**config.mk**
```make
export PLATFORM = sky130hd
export DESIGN_NAME = game_core
export DESIGN_NICKNAME = d
export VERILOG_FILES = /design/src/rtl/game_core.sv
export SDC_FILE = /design/constraint.sdc
export NUM_CORES = 1
export LEC_CHECK = 0
export ABC_CLOCK_PERIOD_IN_PS = 3200
export CAP_MARGIN = 40
export CORE_ASPECT_RATIO = 0.5
export CORE_MARGIN = 2
export CORE_UTILIZATION = 40
export DETAILED_ROUTE_END_ITERATION = 10
export SYNTH_ARGS = -nofsm -noshare
export SYNTH_HDL_FRONTEND = slang
export SYNTH_SLANG_ARGS = --single-unit
export TNS_END_PERCENT = 50
```
**constraint.sdc**
```tcl
create_clock -name clk -period 3.2 [get_ports clk]
set_clock_uncertainty 0.05 [all_clocks]
set_input_delay 0.32 -clock clk [delete_from_list [all_inputs] [get_ports clk]]
set_output_delay 0.32 -clock clk [all_outputs]
set_load 0.02 [all_outputs]
```
**src/rtl/game_core.sv**
```systemverilog
// game_core: menu FSM, active-slot selection, cursor navigation and a bank of
// modulo counters with wrap flags and a buzzer request. Optional macro
// GAME_CORE_ALARM_LATCH_EN makes the alarm a level held while any wrap flag is set.
module game_core #(
  parameter int N_SLOTS    = 10,
  parameter int DIGIT_W    = 4,
  parameter int MODULUS    = 10,
  parameter int INIT_DIGIT = 1,
  parameter int IDX_W      = (N_SLOTS > 1) ? $clog2(N_SLOTS) : 1,
  parameter int CNT_W      = $clog2(N_SLOTS + 1)
) (
  input  logic                         clk,
  input  logic                         rst,
  input  logic                         key_valid,
  input  logic [3:0]                   key_code,
  output logic [1:0]                   state,
  output logic [CNT_W-1:0]             active_cnt,
  output logic [IDX_W-1:0]             cursor,
  output logic [N_SLOTS*DIGIT_W-1:0]   status,
  output logic [N_SLOTS-1:0]           wrap_flags,
  output logic                         alarm
);

  typedef enum logic [1:0] {
    ST_START  = 2'd0,
    ST_HELP   = 2'd1,
    ST_SELECT = 2'd2,
    ST_PLAY   = 2'd3
  } state_e;

  localparam logic [3:0] KEY_UP    = 4'd2;
  localparam logic [3:0] KEY_DOWN  = 4'd6;
  localparam logic [3:0] KEY_LEFT  = 4'd7;
  localparam logic [3:0] KEY_RIGHT = 4'd5;
  localparam logic [3:0] KEY_ACK   = 4'd10;
  localparam logic [3:0] KEY_EXIT  = 4'd12;
  localparam logic [3:0] KEY_BACK  = 4'd13;
  localparam logic [3:0] KEY_NEXT  = 4'd14;
  localparam logic [3:0] KEY_HELP  = 4'd15;

  localparam logic [DIGIT_W-1:0] DIG_MAX  = DIGIT_W'(MODULUS - 1);
  localparam logic [DIGIT_W-1:0] DIG_INIT = DIGIT_W'(INIT_DIGIT);
  localparam logic [DIGIT_W-1:0] DIG_ONE  = DIGIT_W'(1);
  localparam logic [CNT_W-1:0]   CNT_MAX  = CNT_W'(N_SLOTS);
  localparam logic [CNT_W-1:0]   CNT_ONE  = CNT_W'(1);
  localparam logic [IDX_W-1:0]   IDX_ONE  = IDX_W'(1);

  state_e                     state_q, state_d;
  logic [CNT_W-1:0]           cnt_q, cnt_d;
  logic [IDX_W-1:0]           cur_q, cur_d;
  logic [DIGIT_W-1:0]         slot_q [N_SLOTS];
  logic [DIGIT_W-1:0]         slot_d [N_SLOTS];
  logic [N_SLOTS-1:0]         flags_q, flags_d;
  logic                       alarm_q, alarm_d;
  logic                       wrap_evt;
  logic [CNT_W-1:0]           cnt_m1;
  logic [IDX_W-1:0]           last_idx;

  always_comb begin
    // NOTE: every signal written here gets a default first so no latch is inferred.
    state_d  = state_q;
    cnt_d    = cnt_q;
    cur_d    = cur_q;
    slot_d   = slot_q;
    flags_d  = flags_q;
    wrap_evt = 1'b0;
    cnt_m1   = cnt_q - CNT_ONE;
    last_idx = IDX_W'(cnt_m1);

    if (key_valid) begin
      unique case (state_q)
        ST_START: begin
          if (key_code == KEY_HELP)      state_d = ST_HELP;
          else if (key_code == KEY_NEXT) state_d = ST_SELECT;
        end
        ST_HELP: begin
          if (key_code == KEY_BACK)      state_d = ST_START;
          else if (key_code == KEY_NEXT) state_d = ST_SELECT;
        end
        ST_SELECT: begin
          case (key_code)
            KEY_UP:   if (cnt_q < CNT_MAX) cnt_d = cnt_q + CNT_ONE;
            KEY_DOWN: if (cnt_q > CNT_ONE) cnt_d = cnt_m1;
            KEY_EXIT: state_d = ST_START;
            KEY_NEXT: begin
              state_d = ST_PLAY;
              cur_d   = '0;
              flags_d = '0;
              for (int i = 0; i < N_SLOTS; i++) slot_d[i] = DIG_INIT;
            end
            default: ;
          endcase
        end
        ST_PLAY: begin
          case (key_code)
            KEY_LEFT:  cur_d = (cur_q == '0) ? last_idx : cur_q - IDX_ONE;
            KEY_RIGHT: cur_d = (cur_q == last_idx) ? '0 : cur_q + IDX_ONE;
            KEY_UP: begin
              for (int i = 0; i < N_SLOTS; i++) begin
                if (IDX_W'(i) == cur_q) begin
                  if (slot_q[i] == DIG_MAX) begin
                    slot_d[i]  = '0;
                    flags_d[i] = 1'b1;
                    wrap_evt   = 1'b1;
                  end else begin
                    slot_d[i] = slot_q[i] + DIG_ONE;
                  end
                end
              end
            end
            KEY_DOWN: begin
              for (int i = 0; i < N_SLOTS; i++) begin
                if (IDX_W'(i) == cur_q)
                  slot_d[i] = (slot_q[i] == '0) ? DIG_MAX : slot_q[i] - DIG_ONE;
              end
            end
            KEY_ACK: flags_d = '0;
            KEY_EXIT: begin
              state_d = ST_START;
              flags_d = '0;
              for (int i = 0; i < N_SLOTS; i++) slot_d[i] = DIG_INIT;
            end
            default: ;
          endcase
        end
        default: state_d = ST_START;
      endcase
    end

`ifdef GAME_CORE_ALARM_LATCH_EN
    alarm_d = |flags_d;
`else
    alarm_d = wrap_evt;
`endif
  end

  always_ff @(posedge clk or negedge rst) begin
    if (!rst) begin
      state_q <= ST_START;
      cnt_q   <= CNT_ONE;
      cur_q   <= '0;
      flags_q <= '0;
      alarm_q <= 1'b0;
      // NOTE: the slot bank is a visible register file with a defined load value, so it is reset.
      for (int i = 0; i < N_SLOTS; i++) slot_q[i] <= DIG_INIT;
    end else begin
      // NOTE: state registers use non-blocking assignment so all flops update together.
      state_q <= state_d;
      cnt_q   <= cnt_d;
      cur_q   <= cur_d;
      flags_q <= flags_d;
      alarm_q <= alarm_d;
      for (int i = 0; i < N_SLOTS; i++) slot_q[i] <= slot_d[i];
    end
  end

  always_comb begin
    status = '0;
    for (int i = 0; i < N_SLOTS; i++) status[i*DIGIT_W +: DIGIT_W] = slot_q[i];
  end

  assign state      = state_q;
  assign active_cnt = cnt_q;
  assign cursor     = cur_q;
  assign wrap_flags = flags_q;
  assign alarm      = alarm_q;

endmodule

```
---- After elaboration in Yosys (flattened, before gate mapping) ----
Cells that the tools add are included.
operators by class
  magnitude comparators ................... 2
  multiplexer cells ....................... 109
  equal/unequal tests ..................... 70
  add/subtract/negate cells ............... 24
  reductions and logical operators ........ 38
operators by type and width
  cell                 count
  $mux 4               45
  $pmux 40 s3          1
  $reduce_and 6->1     20
  $ne 3x3->1 const B   31
  $pmux 40 s2          1
  $eq 4x4->1 const B   15
  $mux 1               49
  $add 4x1->4 const B  12
  $sub 4x1->4 const B  12
  $logic_not 4->1      11
  $mux 40              1
  $pmux 10 s2          2
  $pmux 4 s2           3
  $eq 3x4->1 const A   4
  $eq 4x3->1 const B   3
  $mux 10              1
  $eq 2x4->1 const A   2
  $eq 4x4->1 const A   2
  $mux 2               4
  $pmux 2 s4           1
  $ne 2x2->1 const B   3
  $reduce_and 5->1     1
  $eq 1x4->1 const A   1
  $eq 2x2->1 const B   2
  15 further kinds     16
word-level totals
  input bits .............................. 7
  output and inout bits ................... 61
  bits in registers ....................... 61

---- Depth between registers and ports, before layout ----
Gate-level depths: netlist (run 1).
  word-level depth ........................ 30
  mapped depth ............................ 9

---- Worst setup path before layout (run 1) ----
Ideal clock, no wire load.
  kind .................................... reg2reg
  from .................................... register cur_q[0], in the netlist cursor[0]
  to ...................................... register slot_q, in the netlist status[2]
  data arrival time ....................... 2.176 ns
  path buffers ............................ 2
  stages on the path, launching flop included .. 10
  library setup time ...................... 0.126 ns
  required time ........................... 3.024 ns
  slack ................................... 0.848 ns
  cells stage by stage .................... dfrtp_1 -> clkbuf_1 -> inv_1 -> ha_1 -> clkbuf_1 -> inv_1 -> nor3_1 -> o311ai_2 -> a21oi_1 -> a221o_1
on the way
  longest elaborated chain between the ends .. 3
ends and longest elaborated chain
  item                                 RTL line  source
  from (decl)                          50        logic [IDX_W-1:0] cur_q, cur_d;
  from (signal assigned)               150       cur_q <= cur_d;
  $logic_not 4->1 *                    100, 113
  $ne 3x3->1 (no source line)          -
  $reduce_and 6->1 (no source line) *  -
  to (decl)                            51        logic [DIGIT_W-1:0] slot_q [N_SLOTS];
Every way passes the cells marked *; elsewhere a longest branch is shown, timed or not.
A chain may end at the register's enable or synchronous reset.

---- Final worst setup path (run 1) ----
  from .................................... register cnt_q[0], in the netlist active_cnt[0]
  to ...................................... register cur_q[2], in the netlist cursor[2]
on the way
  longest elaborated chain between the ends .. 5
ends and longest elaborated chain
  item                    RTL line  source
  from (decl)             49        logic [CNT_W-1:0] cnt_q, cnt_d;
  from (signal assigned)  149       cnt_q <= cnt_d;
  $sub 4x1->4 *           67        cnt_m1 = cnt_q - CNT_ONE;
  $eq 4x4->1              97        KEY_RIGHT: cur_d = (cur_q == last_idx) ? '0 : cur_q + IDX_ONE;
  $mux 4                  97
  $pmux 4 s2 *            95        case (key_code)
  $pmux 4 s2 *            71        unique case (state_q)
Marked as above.

==> results.sh, run 1 <==
export IMPL_outcome="finished clean"
export IMPL_r2r_setup_slack_ns=0.65
export IMPL_cp_data_arrival_time_ns=2.71
export IMPL_synthAdderAreaFrac_pct=8.99
export IMPL_wl_per_cell_um=17.0
export IMPL_fin_crit_sh_pct=79.7
export IMPL_rsz0062_at_grt="false"
export IMPL_synthCells=615
export IMPL_ys_top_cells_by_area="dfrtp_1 24%, ha_1 9.0%, dfstp_2 5.6%"
export IMPL_layout_setup_ws_ns=0.651
export IMPL_grt_use_met2_pct=32.6
export IMPL_grt_pass1_wl_mm=23.9
export IMPL_ir_worst_vdd_mv=0.319
export IMPL_floorplan_core_area_um2=12600
export IMPL_ys_ff_latch=61
export IMPL_placement_cell_area_um2=6020
export IMPL_dp_slack_ns=0.471
export IMPL_die_h_um=84.2
export IMPL_ys_types=70
export IMPL_critPathMaxFanout=7
export IMPL_switchingPower_w=0.00207
export IMPL_maxSlewHeadroom_pct=49.8
export IMPL_grt_met3_usage_pct=4.40
export IMPL_post_cts_buffers=0
export IMPL_powerDensity_nw_per_um2=764
export IMPL_synth_simple_gate_area_share_pct=23.1
export IMPL_nets=720
export IMPL_clkLatencyLatePin_ns=0.34
export IMPL_wirelength_mm=14.5
export IMPL_leakage_nw=2.50
export IMPL_ff2ff_path_depth=7
export IMPL_clock_path_buffers=2
export IMPL_ioPinCount=68
export IMPL_crit_type="reg2reg"
export IMPL_worst_path_buf_inv=1
export IMPL_hold_viol=0
export IMPL_grt_pass1_vias=4581
export IMPL_avgSynthCellArea_um2=8.37
export IMPL_drcViolationCount=0
export IMPL_synth_compound_area_share_pct=25.4
export IMPL_portBuffers=67
export IMPL_seq_area_frac_synth_pct=29.9
export IMPL_swShare_pct=42.8
export IMPL_syn_cell_area_um2=5150
export IMPL_globalRouteTotalUtil_pct=21.7
export IMPL_pwr_share_seq_pct=30.3
export IMPL_ctsRootBufferMaster="clkbuf_16"
export IMPL_start_kind="register"
export IMPL_postLayoutCoreUtil_pct=50.0
export IMPL_slew_violations=0
export IMPL_cts_buffers=9
export IMPL_place_gp_congestion=0.836
export IMPL_synth_edff_count=0
export IMPL_avgViaCountPerCell=5.79
export IMPL_critPathTopFamily="flip-flops"
export IMPL_synth_top_family_by_area="compound AO/OA/AOI/OAI gates"
export IMPL_syn_num_nets=659
export IMPL_htree_levels=3
export IMPL_vias=4926
export IMPL_stdcell_area_um2=6310
export IMPL_dr_pass1_iters=5
export IMPL_busiest_layer="met2"
export IMPL_yosys_area_top_type="dfrtp_1"
export IMPL_drive_gt1_share_pct=9.84
export IMPL_slowest_delay_ns=0.61
export IMPL_p_int_w=0.00276
export IMPL_drtIter0Drc=327
export IMPL_end_kind="register"
export IMPL_diodes=0
export IMPL_synth_mux_area_fraction_pct=1.85
export IMPL_synthFlopType="dfrtp_1"
export IMPL_tns_ns=0
export IMPL_cts_sinks=61
export IMPL_dp_hpwl_mm=10.5
export IMPL_antenna_found_initial=0
export IMPL_whs_ns=0.00577
export IMPL_yosysTopAreaCellShare_pct=24.3
export IMPL_drtAntennaViolNets=0
export IMPL_use_met1_pct=32.0
export IMPL_cap_violations=0
export IMPL_critPathRequiredTime_ns=3.36
export IMPL_grt_ovfl_total=0
export IMPL_worst_slew_pin_slew_ns=0.753
export IMPL_start_util_pct=40.8
export IMPL_rows=29
export IMPL_cts_tree="yes"
export IMPL_hp_class="in2async"
export IMPL_pwr_share_comb_pct=49.4
export IMPL_grt_max_degree=34
export IMPL_die_area_um2=13800
export IMPL_crit_path_top_delay_cell="dfstp_2"
export IMPL_clkPwrFrac_pct=20.3
export IMPL_yosys_warnings=0
export IMPL_fp_dieW_um=164
export IMPL_clk_pin_slew_worst_paths_ns=0.06
export IMPL_setup_viol=0
export IMPL_postCtsHoldBufs=0
export IMPL_clock_fmax_mhz=392
export IMPL_synth_xor_area_share_pct=4.25
export IMPL_cts_resized=0
export IMPL_reg2reg_to="cursor[2]"
export IMPL_synthArstFlopShare_pct=100
export IMPL_period_needed_ns=2.55
export IMPL_reg2reg_from="active_cnt[0]"
export IMPL_path_cells="inv_1 > ha_1 > xnor2_1 > xnor2_1 > nor4_2 > o311ai_1 > a211o_1"
export IMPL_path_common_cell="xnor2_1"
export IMPL_synthToLayoutAreaGrowth_pct=22.7
sequential cells by signal, indices dropped and copies added, names as in the netlist:
register	cells
active_cnt	4
wrap_flags	10
state	2
cursor	4
alarm	1
status	40
synthesized netlist by cell type (8+ instances only):
cell type / n
nor3_1: 23
a21oi_1: 40
ha_1: 37
o31ai_1: 20
o21ai_0: 20
xnor2_1: 21
dfstp_2: 11
nor2b_1: 9
nor2_1: 48
clkbuf_1: 20
inv_1: 47
nor4_1: 14
a31oi_1: 9
a211oi_1: 20
nor3b_1: 8
dfrtp_1: 50
buf_2: 11
nand3_1: 14
nand2_1: 56
worst register-to-register path, delay by kind of cell, from the launching register on:
| family | cells | cell delay (ns) |
|---|---|---|
| compound gates | 2 | 0.49 |
| xor+xnor | 2 | 0.37 |
| fa+ha+maj | 1 | 0.27 |
| buf+inv | 1 | 0.12 |
| flops | 1 | 0.61 |
| simple gates | 1 | 0.51 |
cell type report:
cell class                 instances  area (µm²)
sequential                        61        1540
clock buffer                      11         243
inverter                          47         176
timing repair buffer              85         813
clock inverter                     5        50.0
multi-input combinational        472        3280
tap                              170         213
fill                            1181        6310
logic make-up after synthesis:
| logic type | after synthesis |
|---|---|
| and+or+nand+nor | 221 |
| AOI/OAI and AO/OA | 180 |
| buffers and inverters | 82 |
| DFF | 61 |
| adders and majority gates | 37 |
| xor gates and xnor gates | 25 |
| muxes | 9 |
per-stage QoR:
| step | total power (W) | cells |
|---|---|---|
| 2_1_floorplan | 0.00296 | 615 |
| 3_3_place_gp | 0.00382 | 835 |
| 3_5_place_dp | 0.00384 | 835 |
| 4_1_cts | 0.00484 | 851 |
| 5_1_grt | 0.00519 | 851 |
| 6_report | 0.00482 | 851 |
worst max-delay path by stage:
stage	startpoint	endpoint	cells past startpoint
floorplan	cursor[0]	status[2]	9
global placement	key_code[2]	status[2]	5
detailed placement	key_code[2]	status[8]	6
CTS	active_cnt[0]	cursor[2]	7
global route	key_code[2]	status[8]	6
finish	active_cnt[0]	cursor[2]	7
power by group through the flow:
stage	Sequential (W)	Clock [W]	Combinational, W
finish	0.00146	0.000979	0.00238
global route	0.00152	0.00103	0.00264
CTS	0.00146	0.000993	0.00239
floorplan	0.00164	0	0.00132
detailed placement	0.00146	0	0.00238
global placement	0.00147	0	0.00235
per-layer routing:
metal  share of wire, %  vias to the layer above
met5                  0                        -
met4                1.2                        0
met3                6.0                       22
met2                 44                      151
met1                 49                     2354
li1                   -                     2399
placed cells by master (no fill, tap or decap), types with 4 or more instances in the layout:
cell type / instances
clkdlybuf4s50_1: 66
nand2_1: 56
dfrtp_1: 50
nor2_1: 48
inv_1: 47
a21oi_1: 40
ha_1: 37
nor3_1: 23
xnor2_1: 21
o21ai_0: 20
o31ai_1: 20
a211oi_1: 20
buf_4: 17
nand3_1: 14
nor4_1: 14
dfstp_2: 11
nor2b_1: 9
a31oi_1: 9
clkbuf_16: 9
nor3b_1: 8
nand3b_1: 7
nand4b_1: 7
nand2b_1: 7
a211o_1: 7
nand3_2: 7
a2111oi_0: 7
a22o_1: 6
a221o_1: 6
o21bai_1: 6
mux2i_1: 5
and3_1: 4
xor2_1: 4
mux2_2: 4
a311oi_1: 4
a22oi_1: 4
clkinv_2: 4
Power figures use the tool's default switching activity.
==> inputs of run 2 (changes only) <==
- ABC_CLOCK_PERIOD_IN_PS: 3200 -> 2300
- clock period: 3.2 -> 2.3 ns (I/O delays scaled with it)
==> run 2 against run 1 <==
  * First-iteration DRC count is 0.92% higher
  * Maximum frequency increased by 18%
  * Register-to-register slack got worse by 0.50 ns
  * Combinational power up 48%
  * Global-route usage rose by 0.68 points
  * Sequential power increased by 36%
==> results.sh, run 2 (synthesis results as in run 1) <==
export IMPL_floorplan_core_area_um2=12600
export IMPL_grt_pass1_vias=4860
export IMPL_drcViolationCount=0
export IMPL_ir_worst_vdd_mv=0.522
export IMPL_start_util_pct=40.8
export IMPL_die_area_um2=13800
export IMPL_portBuffers=67
export IMPL_rsz0062_at_grt="false"
export IMPL_avgViaCountPerCell=5.77
export IMPL_cts_tree="yes"
export IMPL_wirelength_mm=14.9
export IMPL_clock_path_buffers=2
export IMPL_place_inst=862
export IMPL_crit_type="reg2reg"
export IMPL_stdcell_area_um2=6630
export IMPL_wl_per_cell_um=17.0
export IMPL_leakage_nw=2.67
export IMPL_vias=5069
export IMPL_cts_buffers=9
export IMPL_outcome="finished clean"
export IMPL_placement_cell_area_um2=6290
export IMPL_diodes=0
export IMPL_cp_data_arrival_time_ns=2.31
export IMPL_grt_max_degree=62
export IMPL_hold_viol=0
export IMPL_final_cell_mix="66 x clkdlybuf4s50_1, 56 x nand2_1, 50 x dfrtp_1, 48 x nor2_1, 47 x inv_1"
export IMPL_grt_pass1_wl_mm=24.9
export IMPL_place_gp_congestion=0.904
export IMPL_grt_ovfl_total=0
export IMPL_period_needed_ns=2.15
export IMPL_antenna_found_initial=0
export IMPL_die_h_um=84.2
export IMPL_drtAntennaViolNets=0
export IMPL_slew_violations=0
export IMPL_dp_hpwl_mm=10.8
export IMPL_globalRouteTotalUtil_pct=22.4
export IMPL_maxSlewHeadroom_pct=65.9
export IMPL_setup_viol=0
export IMPL_nets=748
export IMPL_clk_pin_slew_worst_paths_ns=0.06
export IMPL_worst_slew_pin_slew_ns=0.498
export IMPL_ctsRootBufferMaster="clkbuf_16"
export IMPL_dr_pass1_iters=5
export IMPL_end_kind="register"
export IMPL_final_common_cell="clkdlybuf4s50_1"
export IMPL_rows=29
export IMPL_fin_crit_sh_pct=93.6
export IMPL_post_cts_buffers=0
export IMPL_start_kind="register"
export IMPL_drtIter0Drc=330
export IMPL_synthToLayoutAreaGrowth_pct=28.9
export IMPL_fp_dieW_um=164
export IMPL_power_w=0.00698
export IMPL_r2r_setup_slack_ns=0.15
export IMPL_fin_cells=879
export IMPL_clock_fmax_mhz=465
export IMPL_cap_violations=0
export IMPL_multi_input_area_um2=3300
export IMPL_powerDensity_nw_per_um2=1050
export IMPL_drive_gt1_share_pct=13.5
export IMPL_hp_class="in2async"
export IMPL_largest_reg_flops=40
export IMPL_fillCellCount=1179
export IMPL_seqCellArea_um2=1540
export IMPL_htree_levels=3
export IMPL_cts_sinks=61
export IMPL_clkLatencyLatePin_ns=0.33
export IMPL_critPathRequiredTime_ns=2.46
export IMPL_critPathMaxFanout=5
export IMPL_ioPinCount=68
## run 2: area by class of cell
type	instances	share of cell area, %
flip-flops and latches	61	23.2
multi-input cells	472	49.7
clock inverters	5	1.13
repair buffers	113	16.4
well taps	170	3.21
inverters	47	2.66
clock buffers	11	3.66
## run 2: final timing paths
| path | from | to | cells after the start |
|---|---|---|---|
| max | active_cnt[0] | cursor[2] | 8 |
| min | rst | status[6] | 3 |
| max reg2reg | active_cnt[0] | cursor[2] | 8 |
| min reg2reg | wrap_flags[0] | wrap_flags[0] | 2 |
| max in group asynchronous | rst | status[28] | 3 |
| min in group clk | wrap_flags[0] | wrap_flags[0] | 2 |
## run 2: routing by layer
| metal | share of wire, % | GRT usage (%) | up-vias |
|---|---|---|---|
| met5 | 0 | 0 | - |
| met4 | 0.81 | 5.30 | 0 |
| met3 | 4.2 | 4.00 | 12 |
| met2 | 46 | 35.5 | 123 |
| met1 | 49 | 31.8 | 2484 |
| li1 | - | - | 2450 |
## run 2: power by group
group	internal [W]	switching, W
combinational	0.00163	0.00189
clock	0.000973	0.000495
sequential	0.00146	0.000517
## run 2: per-stage QoR
step           setup TNS, ns  setup slack (ns)  util [%]  hold WS, ns
2_1_floorplan              0           0.00636         -       -0.116
3_3_place_gp          -0.105           -0.0454      49.8        0.224
3_5_place_dp          -0.266           -0.0755      49.8        0.225
4_1_cts                    0            0.0316      52.4        0.407
5_1_grt                    0            0.0547      52.5        0.432
6_report                   0             0.148      52.5        0.408
## run 2: what timing repair did
action / in CTS / in global routing
setup endpoints to repair: 0 / 3
hold buffers: 1 / 0
gates resized for setup: 0 / 3
hold endpoints to repair: 50 / 0
## run 2: critical path: stages, from the launching register on
cell and delay, ns:
dfstp_2 0.52, inv_1 0.08, ha_2 0.23, xnor2_2 0.15, xnor2_1 0.15, nor4_2 0.28, buf_4 0.18, o311ai_1 0.10
a211o_1 0.30
==> edit 1, RTL diff (config.mk and constraints of run 1) <==
Put a register stage on the output `status`, without a reset. The value now appears one clock later. The other outputs are not delayed to match.
--- a/src/rtl/game_core.sv
+++ b/src/rtl/game_core.sv
@@ -46,2 +46,4 @@
   localparam logic [IDX_W-1:0]   IDX_ONE  = IDX_W'(1);
+
+  logic [N_SLOTS*DIGIT_W-1:0] status_d;
 
@@ -157,4 +159,4 @@
   always_comb begin
-    status = '0;
-    for (int i = 0; i < N_SLOTS; i++) status[i*DIGIT_W +: DIGIT_W] = slot_q[i];
+    status_d = '0;
+    for (int i = 0; i < N_SLOTS; i++) status_d[i*DIGIT_W +: DIGIT_W] = slot_q[i];
   end
@@ -167,2 +169,6 @@
 
+  always_ff @(posedge clk) begin
+    status <= status_d;
+  end
+
 endmodule
Formal check against the unedited RTL: not equivalent (Yosys sat finds a counterexample within 4 cycles, from zero or initial values and one cycle with rst low).
==> edit 1 against run 1 <==
Register-to-register slack better by 0.09 ns; cell area is 12% higher; routed wire length is 4.2% higher; synthesized area is 13% higher; sequential power is 55% higher; total power is 29% higher; final cell count is 7.3% higher; combinational power is 17% higher; worst setup slack better by 0.082 ns; global-route usage is 1.8 points lower; sequential cell count is 40 higher; via count is 5.5% higher; critical path type is now in -> reg; critical endpoint is now slot_q[32]; largest power group unchanged.
==> edit 1: results <==
[finish]
final.fill_count = 1322
fin_cells = 913
layout-drive-gt1-share_pct = 8.951
finalNetCount = 754

[placed_design]
preCtsSetupSlack_ns = 0.3916
detailed_place_hpwl_mm = 10.68
place.detailed.instances = 897
post_dp_cell_area_um2 = 6746

[setup_path]
worstSetupEndpoint = "slot_q[32]"
worst-path-max-fanout = 15
timing.rr.end = "slot_q[36]"
setup.worst_path.class = "in -> reg"
cp_arrival_ns = 2.68
r2r-start = "cursor[0]"
startpoint = "key_code[3]"
rrSetupSlack_ns = 0.74

[global_route]
grt_use_total_pct = 19.85
largest_net_degree_at_the_start_of_global_routing = 34
met1_usage_pct = 29.26
vias_in_the_first_global_route = 4651
grtUsageMet3_pct = 4.167
grt_first_pass_wirelength_mm = 24.34

[routing]
met2_wirelength_mm = 6.265
detailroute.wirelength.met3_um = 854
route.layer.met1.wl_mm = 7.785
dr.max_layer_used = "met4"
detail_route.iter0.violations = 563
viasPerCell = 5.692

[timing]
achievable-frequency_mhz = 405.3
max_slew_margin_pct = 45.93
final.hold.worst_slack_ns = 0.006357

[power]
powerComb_mw = 2.78
peakVddDrop_v = 0.0003329
power.static_leakage_nw = 2.771
p_total_mw = 6.222
power.switching_fraction_pct = 40.44
pwr.group.clock_mw = 1.18

[status]
run_status = "completed"

[yosys]
synth.net_count = 688
yosysSeqAreaShare_pct = 40.38
synthAdderAreaFrac_pct = 7.984
synth_top_cells_by_area = "dfrtp_1 22%, dfxtp_1 14%, ha_1 8.0%"
synth-async-reset-ratio_pct = 60.40
synth_cells = 644
muxShareOfSynthArea_pct = 2.956
synth.lib_cells_used.distinct = 63
synth_compound_area_share_pct = 22.23
post_synthesis_xor_xnor_area_fraction_pct = 2.352

[clock_network]
cts.root.buffer_cell = "clkbuf_16"
[edit 1: cell count changes in the layout (fill, tap and decap cells not counted), moves of 6 or more]
cell,run 1,this run
a211oi_1,20,12
nand3_2,7,0
o21ai_0,20,29
nor3_1,23,17
xnor2_1,21,6
nand2_1,56,40
a21oi_1,40,46
nand3_1,14,34
o32ai_1,2,9
nand4b_1,7,1
dfxtp_1,0,40
[edit 1: cell type report]
| cell class | instances | area [µm²] | share of cell area, % |
|---|---|---|---|
| Timing Repair Buffer | 84 | 805.8 | 11.40 |
| Inverter | 42 | 157.7 | 2.231 |
| Clock buffer | 12 | 267.8 | 3.789 |
| Clock inverter | 4 | 52.55 | 0.7436 |
| Multi-Input combinational cell | 472 | 3194 | 45.20 |
| Sequential cell | 101 | 2341 | 33.13 |
| Tap cell | 198 | 247.7 | 3.506 |
[edit 1: worst max-delay path: stages]
cell and delay (ns):
clkdlybuf4s50_1 0.83, nand3b_1 0.23, a31oi_4 0.38, nand3_1 0.36, a2111oi_0 0.47, a211oi_1 0.08
==> edit 2, RTL diff (config.mk and constraints of run 1) <==
Without the edit above. Add a define of `GAME_CORE_ALARM_LATCH_EN`.
--- a/src/rtl/game_core.sv
+++ b/src/rtl/game_core.sv
@@ -3,2 +3,4 @@
 // GAME_CORE_ALARM_LATCH_EN makes the alarm a level held while any wrap flag is set.
+`define GAME_CORE_ALARM_LATCH_EN
+
 module game_core #(
Formal check against the unedited RTL: not equivalent (Yosys sat finds a counterexample within 10 cycles, from zero or initial values and one cycle with rst low).
==> edit 2 against run 1 <==
Largest power group unchanged; sequential share of layout area up 0.27 points; clock power up 10%; routed wire length increased by 3.1%; critical endpoint is now alarm; highest routed layer unchanged; non-clock buffer count did not move; cell area is 1.1% lower; total power grew 14%; sequential cell count unchanged; final cell count decreased by 2.9%; critical path depth unchanged; worst setup slack lost 0.17 ns; synthesized area is 2.4% lower; first-iteration DRC count increased by 48%.
==> edit 2: results <==
[global_route]
grt_first_pass_wirelength_mm = 24.26
vias_in_the_first_global_route = 4530
grt_use_total_pct = 22.65

[placed_design]
detailed_place_hpwl_mm = 10.49
place.detailed.instances = 809
gp_congestion = 0.8557

[finish]
final.fill_count = 1141
finalNetCount = 702
layout-drive-gt1-share_pct = 10.14

[setup_path]
worstSetupEndpoint = "alarm"
crit_path_top_delay_cell = "dfrtp_1"
worst-path-max-fanout = 10
rrSetupSlack_ns = 0.48

[routing]
detail_route.iter0.violations = 484
route.layer.met1.wl_mm = 7.297
detail_route.wirelength_mm = 14.94
drt_pass1_iterations = 8
routedWlPerCell_um = 18.09
detailroute.wirelength.met3_mm = 1.063

[yosys]
yosys-top-cells-count = "53 x nand2_1, 50 x dfrtp_1, 43 x inv_1, 42 x a21oi_1, 39 x ha_1"
yosysSeqAreaShare_pct = 30.64
syn_area_per_cell_um2 = 8.490

[timing]
tightest_slew_ns = 0.6206

[power]
power.static_leakage_nw = 2.533
peakVddDrop_v = 0.0003716

[status]
run_status = "completed"
edit 2: cell types whose count changed after synthesis, moves of 7 or more:
cell and change:
o21ai_0 +8, o31ai_1 -10, a211oi_1 -14, nor2b_1 -7, a2111oi_0 -7, nand3_2 -7, o22ai_1 +8, nor4_1 -10
nor2_1 -10
edit 2: kinds of logic (layout without fill, tap and decap cells):
family | Yosys count | after routing | synth area share [%]
XOR/XNOR | 27 | 27 | 5.128
adder cells (fa/ha/maj) | 39 | 39 | 9.709
AO/OA/AOI/OAI | 187 | 187 | 25.74
multiplexers | 7 | 7 | 1.518
flip-flops | 61 | 61 | 30.64
AND/OR/NAND/NOR | 196 | 196 | 20.94
buffers and inverters | 75 | 144 | 6.323
edit 2: routing by layer:
metal,vias up,GRT usage (%)
met5,-,0
met4,0,4.586
met3,8,5.445
met2,182,34.24
met1,2352,32.80
li1,2316,-
edit 2: worst max-delay path, delay by kind of cell, from the launching register on:
family	cells	cell delay (ns)
simple gates	2	0.90
compound gates	3	0.62
flops	1	0.55
fa+ha+maj	1	0.33
buf+inv	1	0.14
edit 2: repair_timing:
action / CTS / global route
hold buffers: 1 / 0
hold endpoints to repair: 15 / 0
setup endpoints to repair: 0 / 0
edit 2: cell type report:
class                   instances  area [µm²]  area share, %
clock inverters                 7       98.84          1.583
repair buffers                 85       828.3          13.27
multi-input cells             456        3183          50.98
flip-flops and latches         61        1540          24.67
inverters                      43       161.4          2.585
clock buffers                   9       225.2          3.607
well taps                     165       206.4          3.307
edit 2: per-stage QoR:
stage / area, µm² / total power, mW / utilization [%] / worst slack (ns) / hold slack [ns]
6_report: 6243 / 5.490 / 51.96 / 0.4781 / 0.4544
5_1_grt: 6243 / 5.886 / 51.96 / 0.3530 / 0.4854
4_1_cts: 6243 / 5.486 / 51.96 / 0.5185 / 0.4503
3_5_place_dp: 5909 / 4.379 / 49.18 / 0.4355 / 0.2829
3_3_place_gp: 5902 / 4.350 / 49.11 / 0.4922 / 0.2768
2_1_floorplan: 5026 / 3.375 / - / 0.7291 / -0.02559
edit 2: report_power, final:
| part | internal, mW | total [mW] | switching (mW) |
|---|---|---|---|
| Clock | 0.686 | 1.08 | 0.398 |
| Combinational | 1.28 | 2.81 | 1.53 |
| Sequential | 1.07 | 1.60 | 0.524 |
edit 2: worst min-delay path by stage:
stage,start,endpoint,slack (ns)
CTS,rst,active_cnt[3],0.45
global route,rst,active_cnt[3],0.49
detailed placement,rst,active_cnt[3],0.28
floorplan,rst,active_cnt[1],-0.03
global placement,rst,active_cnt[3],0.28
finish,rst,active_cnt[3],0.45
